## config.mk

```make
export PLATFORM = sky130hd
export DESIGN_NAME = decoder_scan_flat
export DESIGN_NICKNAME = d
export VERILOG_FILES = /design/src/rtl/decoder_pkg.sv /design/src/rtl/decoder_scan_if.sv /design/src/rtl/decoder_onehot.sv /design/src/rtl/decoder_scan.sv /design/src/flat_wrapper.sv
export SDC_FILE = /design/constraint.sdc
export NUM_CORES = 1
export LEC_CHECK = 0
export CORE_AREA = 2 2 39 41
export CTS_CLUSTER_SIZE = 28
export DETAILED_ROUTE_END_ITERATION = 6
export DIE_AREA = 0 0 41 43
export PLACE_DENSITY = 0.74
export SLEW_MARGIN = 20
export SYNTH_ARGS = -nofsm -noshare
export SYNTH_HDL_FRONTEND = slang
export SYNTH_SLANG_ARGS = --single-unit
```

## constraint.sdc

```tcl
create_clock -name clk -period 0.8 [get_ports clk]
set_input_delay 0.16 -clock clk [delete_from_list [all_inputs] [get_ports clk]]
set_output_delay 0.16 -clock clk [all_outputs]
set_load 0.03 [all_outputs]
```

## src/rtl/decoder_pkg.sv

```systemverilog
// Shared types and helpers for the decoder_scan block: FSM state encoding,
// output-width constants and a generic one-hot helper.
package decoder_pkg;

    typedef enum logic {
        IDLE = 1'b0,
        SCAN = 1'b1
    } state_t;

    localparam int MAX_N     = 8;
    localparam int MAX_W     = 1 << MAX_N;
    localparam int DEF_N     = 3;
    localparam int DEF_OUT_W = 1 << DEF_N;

    // Full-width one-hot; callers keep the low 2^N bits they need.
    function automatic logic [MAX_W-1:0] onehot(input logic [MAX_N-1:0] sel);
        logic [MAX_W-1:0] v;
        v      = '0;
        v[sel] = 1'b1;
        return v;
    endfunction

endpackage

```

## src/rtl/decoder_scan_if.sv

```systemverilog
// Handshake/bus bundle for decoder_scan: control inputs toward the decoder,
// strobe outputs and scan status back toward the controller.
interface decoder_scan_if
    import decoder_pkg::*;
#(
    parameter int N = DEF_N
);
    logic               en;
    logic               mode;
    logic [N-1:0]       sel;
    logic               start;
    logic               dir;
    logic [(1<<N)-1:0]  y;
    logic [N-1:0]       idx;
    logic               busy;
    logic               done;

    modport master (
        output en, mode, sel, start, dir,
        input  y, idx, busy, done
    );

    modport slave (
        input  en, mode, sel, start, dir,
        output y, idx, busy, done
    );
endinterface

```

## src/rtl/decoder_onehot.sv

```systemverilog
// Combinational N-to-2^N one-hot decode with enable; feeds the y register
// of decoder_scan.
module decoder_onehot
    import decoder_pkg::*;
#(
    parameter int N = DEF_N
) (
    input  logic [N-1:0]      sel,
    input  logic              en,
    output logic [(1<<N)-1:0] y
);
    localparam int OUT_W = 1 << N;

    logic [MAX_W-1:0] full_w;
    logic             unused_hi;

    assign full_w = onehot(MAX_N'(sel));
    // Bits above 2^N are always zero for a legal sel; consumed to keep lint quiet.
    assign unused_hi = |full_w;
    assign y = en ? full_w[OUT_W-1:0] : '0;

endmodule

```

## src/rtl/decoder_scan.sv

```systemverilog
// Registered N-to-2^N one-hot decoder with enable. Defining DECODER_SCAN_EN
// adds an autonomous walking-one scan with programmable dwell and direction.
module decoder_scan
    import decoder_pkg::*;
#(
    parameter int N     = DEF_N,
    parameter int DWELL = 1
) (
    input  logic          clk,
    input  logic          rst_n,
    decoder_scan_if.slave bus
);
    localparam int OUT_W = 1 << N;

    logic [N-1:0]     dec_sel;
    logic             dec_en;
    logic [OUT_W-1:0] dec_y;
    logic [OUT_W-1:0] y_q;
    logic [N-1:0]     idx_q;
    logic [N-1:0]     idx_d;

    decoder_onehot #(.N(N)) u_onehot (
        .sel (dec_sel),
        .en  (dec_en),
        .y   (dec_y)
    );

    // Output register stage: y and idx are driven straight from flops.
    always_ff @(posedge clk or negedge rst_n) begin
        if (!rst_n) begin
            y_q   <= '0;
            idx_q <= '0;
        end else begin
            y_q   <= dec_y;
            idx_q <= idx_d;
        end
    end

    assign bus.y   = y_q;
    assign bus.idx = idx_q;

`ifdef DECODER_SCAN_EN
    localparam int             CW         = (DWELL > 1) ? $clog2(DWELL) : 1;
    localparam logic [CW-1:0]  DWELL_LAST = CW'(DWELL - 1);
    localparam logic [N-1:0]   STEP_LAST  = '1;

    state_t        state_q, state_d;
    logic          busy_q, busy_d;
    logic          done_q, done_d;
    logic          dir_q, dir_d;
    logic [CW-1:0] dwell_q, dwell_d;
    logic [N-1:0]  step_q, step_d;
    logic [N-1:0]  idx_step;

    // Modulo-2^N step falls out of the N-bit wrap.
    assign idx_step = dir_q ? (idx_q - N'(1)) : (idx_q + N'(1));

    always_ff @(posedge clk or negedge rst_n) begin
        if (!rst_n) begin
            state_q <= IDLE;
            busy_q  <= 1'b0;
            done_q  <= 1'b0;
            dir_q   <= 1'b0;
            dwell_q <= '0;
            step_q  <= '0;
        end else begin
            state_q <= state_d;
            busy_q  <= busy_d;
            done_q  <= done_d;
            dir_q   <= dir_d;
            dwell_q <= dwell_d;
            step_q  <= step_d;
        end
    end

    always_comb begin
        state_d = state_q;
        busy_d  = busy_q;
        done_d  = 1'b0;
        dir_d   = dir_q;
        dwell_d = dwell_q;
        step_d  = step_q;
        idx_d   = idx_q;
        dec_sel = idx_q;
        dec_en  = 1'b0;

        unique case (state_q)
            IDLE: begin
                if (!bus.mode) begin
                    dec_sel = bus.sel;
                    dec_en  = bus.en;
                    idx_d   = bus.sel;
                end else if (bus.start && bus.en) begin
                    state_d = SCAN;
                    busy_d  = 1'b1;
                    dir_d   = bus.dir;
                    dwell_d = '0;
                    step_d  = '0;
                    idx_d   = bus.sel;
                    dec_sel = bus.sel;
                    dec_en  = 1'b1;
                end
            end
            SCAN: begin
                if (!bus.en) begin
                    state_d = IDLE;
                    busy_d  = 1'b0;
                end else if (dwell_q != DWELL_LAST) begin
                    dwell_d = dwell_q + CW'(1);
                    dec_en  = 1'b1;
                end else if (step_q == STEP_LAST) begin
                    // Last dwell of the last index: sweep complete.
                    state_d = IDLE;
                    busy_d  = 1'b0;
                    done_d  = 1'b1;
                end else begin
                    dwell_d = '0;
                    step_d  = step_q + N'(1);
                    idx_d   = idx_step;
                    dec_sel = idx_step;
                    dec_en  = 1'b1;
                end
            end
            default: state_d = IDLE;
        endcase
    end

    assign bus.busy = busy_q;
    assign bus.done = done_q;
`else
    localparam int unused_dwell = DWELL;
    logic          unused_ctl;

    assign dec_sel    = bus.sel;
    assign dec_en     = bus.en;
    assign idx_d      = bus.sel;
    assign unused_ctl = &{1'b0, bus.mode, bus.start, bus.dir};
    assign bus.busy   = 1'b0;
    assign bus.done   = 1'b0;
`endif

endmodule

```

## src/flat_wrapper.sv

```systemverilog
// flat-port wrapper written by rule: the top's interface ports become plain ports
module decoder_scan_flat import decoder_pkg::*;
#(
    parameter int N     = DEF_N,
    parameter int DWELL = 1
)
  (clk, rst_n, bus_en, bus_mode, bus_sel, bus_start, bus_dir, bus_y, bus_idx, bus_busy, bus_done);
  decoder_scan_if #(.N(N)) bus_i ();
  input  logic clk;
  input  logic rst_n;
  input wire logic [$bits(bus_i.en)-1:0] bus_en;
  input wire logic [$bits(bus_i.mode)-1:0] bus_mode;
  input wire logic [$bits(bus_i.sel)-1:0] bus_sel;
  input wire logic [$bits(bus_i.start)-1:0] bus_start;
  input wire logic [$bits(bus_i.dir)-1:0] bus_dir;
  output wire logic [$bits(bus_i.y)-1:0] bus_y;
  output wire logic [$bits(bus_i.idx)-1:0] bus_idx;
  output wire logic [$bits(bus_i.busy)-1:0] bus_busy;
  output wire logic [$bits(bus_i.done)-1:0] bus_done;
  assign bus_i.en = bus_en;
  assign bus_i.mode = bus_mode;
  assign bus_i.sel = bus_sel;
  assign bus_i.start = bus_start;
  assign bus_i.dir = bus_dir;
  assign bus_y = bus_i.y;
  assign bus_idx = bus_i.idx;
  assign bus_busy = bus_i.busy;
  assign bus_done = bus_i.done;
  decoder_scan #(.N(N), .DWELL(DWELL)) u_core (.clk(clk), .rst_n(rst_n), .bus(bus_i));
endmodule
```

==> impl_metrics.yaml <==
outcome:
  run_status: "complete, but fails checks"
  violations: "setup timing"
worst_setup_path:
  startpoint: "u_core.bus.idx[1]"
  startpoint_type: "flip-flop"
  cpPeakStageDelay_ns: 0.38
  critPathTopFamily: "flip-flops"
  crit_arrival_ns: 0.78
  crit_type: "reg -> out"
  crit_cells: 1
  cp_max_fo: 1
  cp-endpoint: "bus_idx[1]"
  crit_slowest_cell: "dfrtp_1"
  crit_path_end_kind: "output pin"
  required_ns: 0.64
  crit_chain: "buf_6"
  worst-path-buf-inv: 1
synth:
  synthMuxAreaShare_pct: 0
  yosys_warnings: 0
  ys_seq_area_share_pct: 70.51
  syn_inst: 22
  synth_top_family_by_area: "simple AND/OR/NAND/NOR gates"
  synth_fa_ha_area_share_pct: 0
  yosys.area_share.simple_pct: 24.68
  netlist_area_um2: 390.4
  synth_xor_area_share_pct: 0
  ys_seq_elements: 11
  synth.avg_cell_area_um2: 17.74
  synth.distinct_cells: 7
  synth-compound-area-share_pct: 0
placement:
  dp_slack_ns: -0.3672
  port_buffers: 16
  placed_cell_area_um2: 551.8
  dp_hpwl_um: 450.6
  gp_congestion: 0.6441
  placedCellCount: 54
route:
  vias: 244
  wl_um: 647
  drtIter0Drc: 1
  drc_errors: 0
  ant_nets: 0
  drtPass1Iterations: 2
  vias_per_cell: 4.207
  post_drt_wl_per_cell_um: 11.16
final_layout:
  drive_gt1_share_pct: 57.14
  multi_input_area_um2: 103.9
  fin_cells: 58
  nNetsFinal: 52
  area_growth_pct: 58.65
  antenna_cells: 0
  seqCellArea_um2: 275.3
  fin_area_um2: 619.3
  fill_cells: 128
die:
  die_w_um: 41
  die_h_um: 43
  die_area_um2: 1763
  rows: 14
  start_util_pct: 28.21
  io_pins: 22
  core_um2: 1384
pwr:
  p_sw_share_pct: 25.37
  combinationalPowerShare_pct: 14.6
  ir_worst_vdd_uv: 850.1
  pwr-share-seq_pct: 52.3
  p_int_w: 0.0008304
  power.switching_w: 0.0002823
  p_leak_nw: 0.3119
  clkPwrFrac_pct: 33.1
  p_per_area_nw_per_um2: 1797
grt:
  grt_max_degree: 12
  grt_pass1_wl_um: 993
  grtUsageTotal_pct: 8.700
  gr-total-overflow: 0
  grt_pass1_vias: 230
  antenna_found_initial: 0
clocking:
  clk_pin_slew_worst_paths_ns: 0.07
  cts_hold_buf: 0
  cts_root_buf: "clkbuf_4"
  cts.sinks: 11
  cts_tree: "built"
  htree_levels: 1
  post_cts_buffers: 0
  numCtsBuffers: 3
  cts_buffer_depth: 2
timing:
  worst_slack_ns: -0.1440
  setup-tns-final_ns: -1.468
  slew_viol_final: 0
  post-route-min-period_ns: 0.9440
  min_period_over_period_pct: 118.0
  rsz0062_at_grt: "yes"
  fmax_mhz: 1059
  hold_viol: 0
  setup_viol: 11
run:
  cap_violations: 0
min_path:
  min_path_type: "in -> async"
power groups by stage:
stage | Sequential, W | Clock [W] | Combinational, W
detailed placement | 0.000590 | 0 | 0.000159
CTS | 0.000583 | 0.000378 | 0.000165
global route | 0.000584 | 0.000399 | 0.000174
floorplan | 0.000627 | 0 | 0.0000354
global placement | 0.000589 | 0 | 0.000157
finish | 0.000582 | 0.000368 | 0.000163
sequential cells by signal (all words and copies together) (netlist names):
signal	flops
u_core.bus.y	8
u_core.bus.idx	3
synth_stat cells, drive strengths merged:
cell / n / share of area, %
dfrtp: 11 / 71
and4b: 3 / 8.7
and4bb: 3 / 9.6
buf: 2 / 3.8
and4: 1 / 2.6
conb: 1 / 0.96
nor4b: 1 / 3.8
cells in the final DEF, fill, tap and decap left out, drive strengths merged, types with 2 or more instances in the layout:
cell type / n
dfrtp: 11
and4bb: 3
and4b: 3
clkbuf: 3
buf: 12
dlygate4sd2: 3
conb: 2
repair_timing:
action / in CTS / in global routing
endpoints found under the setup margin: 19 / 13
gates resized for setup: 14 / 1
gates cloned: 0 / 0
pin swaps: 0 / 0
routing by layer:
layer	global-route usage (%)	share of wire [%]	up-vias
li1	-	-	118
met1	12.33	47	111
met2	11.25	41	15
met3	5.236	12	0
met4	2.000	0	0
met5	0	0	-
area by class of cell:
cell class / instances / area share, %
repair buffers: 17 / 31.11
clock inverters: 1 / 0.8081
well taps: 16 / 3.232
flip-flops and latches: 11 / 44.44
multi-input cells: 10 / 16.77
clock buffers: 3 / 3.636
per-stage QoR:
stage	utilization [%]	power, W	hold WS [ns]
finish	44.76	0.001113	0.2158
global route	44.76	0.001157	0.2080
CTS	44.57	0.001125	0.2124
detailed placement	39.87	0.0007490	0.5009
global placement	39.87	0.0007463	0.5020
floorplan	-	0.0006626	-0.1356
how the worst min path moves through the flow:
stage | from | to | cells past startpoint
final | rst_n | u_core.bus.idx[2] | 2
after floorplan | rst_n | u_core.bus.idx[0] | 0
after global routing | rst_n | u_core.bus.idx[0] | 2
after detailed placement | rst_n | u_core.bus.idx[0] | 2
after global placement | rst_n | u_core.bus.idx[0] | 2
after CTS | rst_n | u_core.bus.idx[0] | 2
logic make-up (layout without fill, tap and decap cells):
group | after synthesis | after routing
buffers and inverters | 2 | 21
DFF | 11 | 11
other | 1 | 2
and+or+nand+nor | 8 | 8
(Power assumes the default switching activity.)
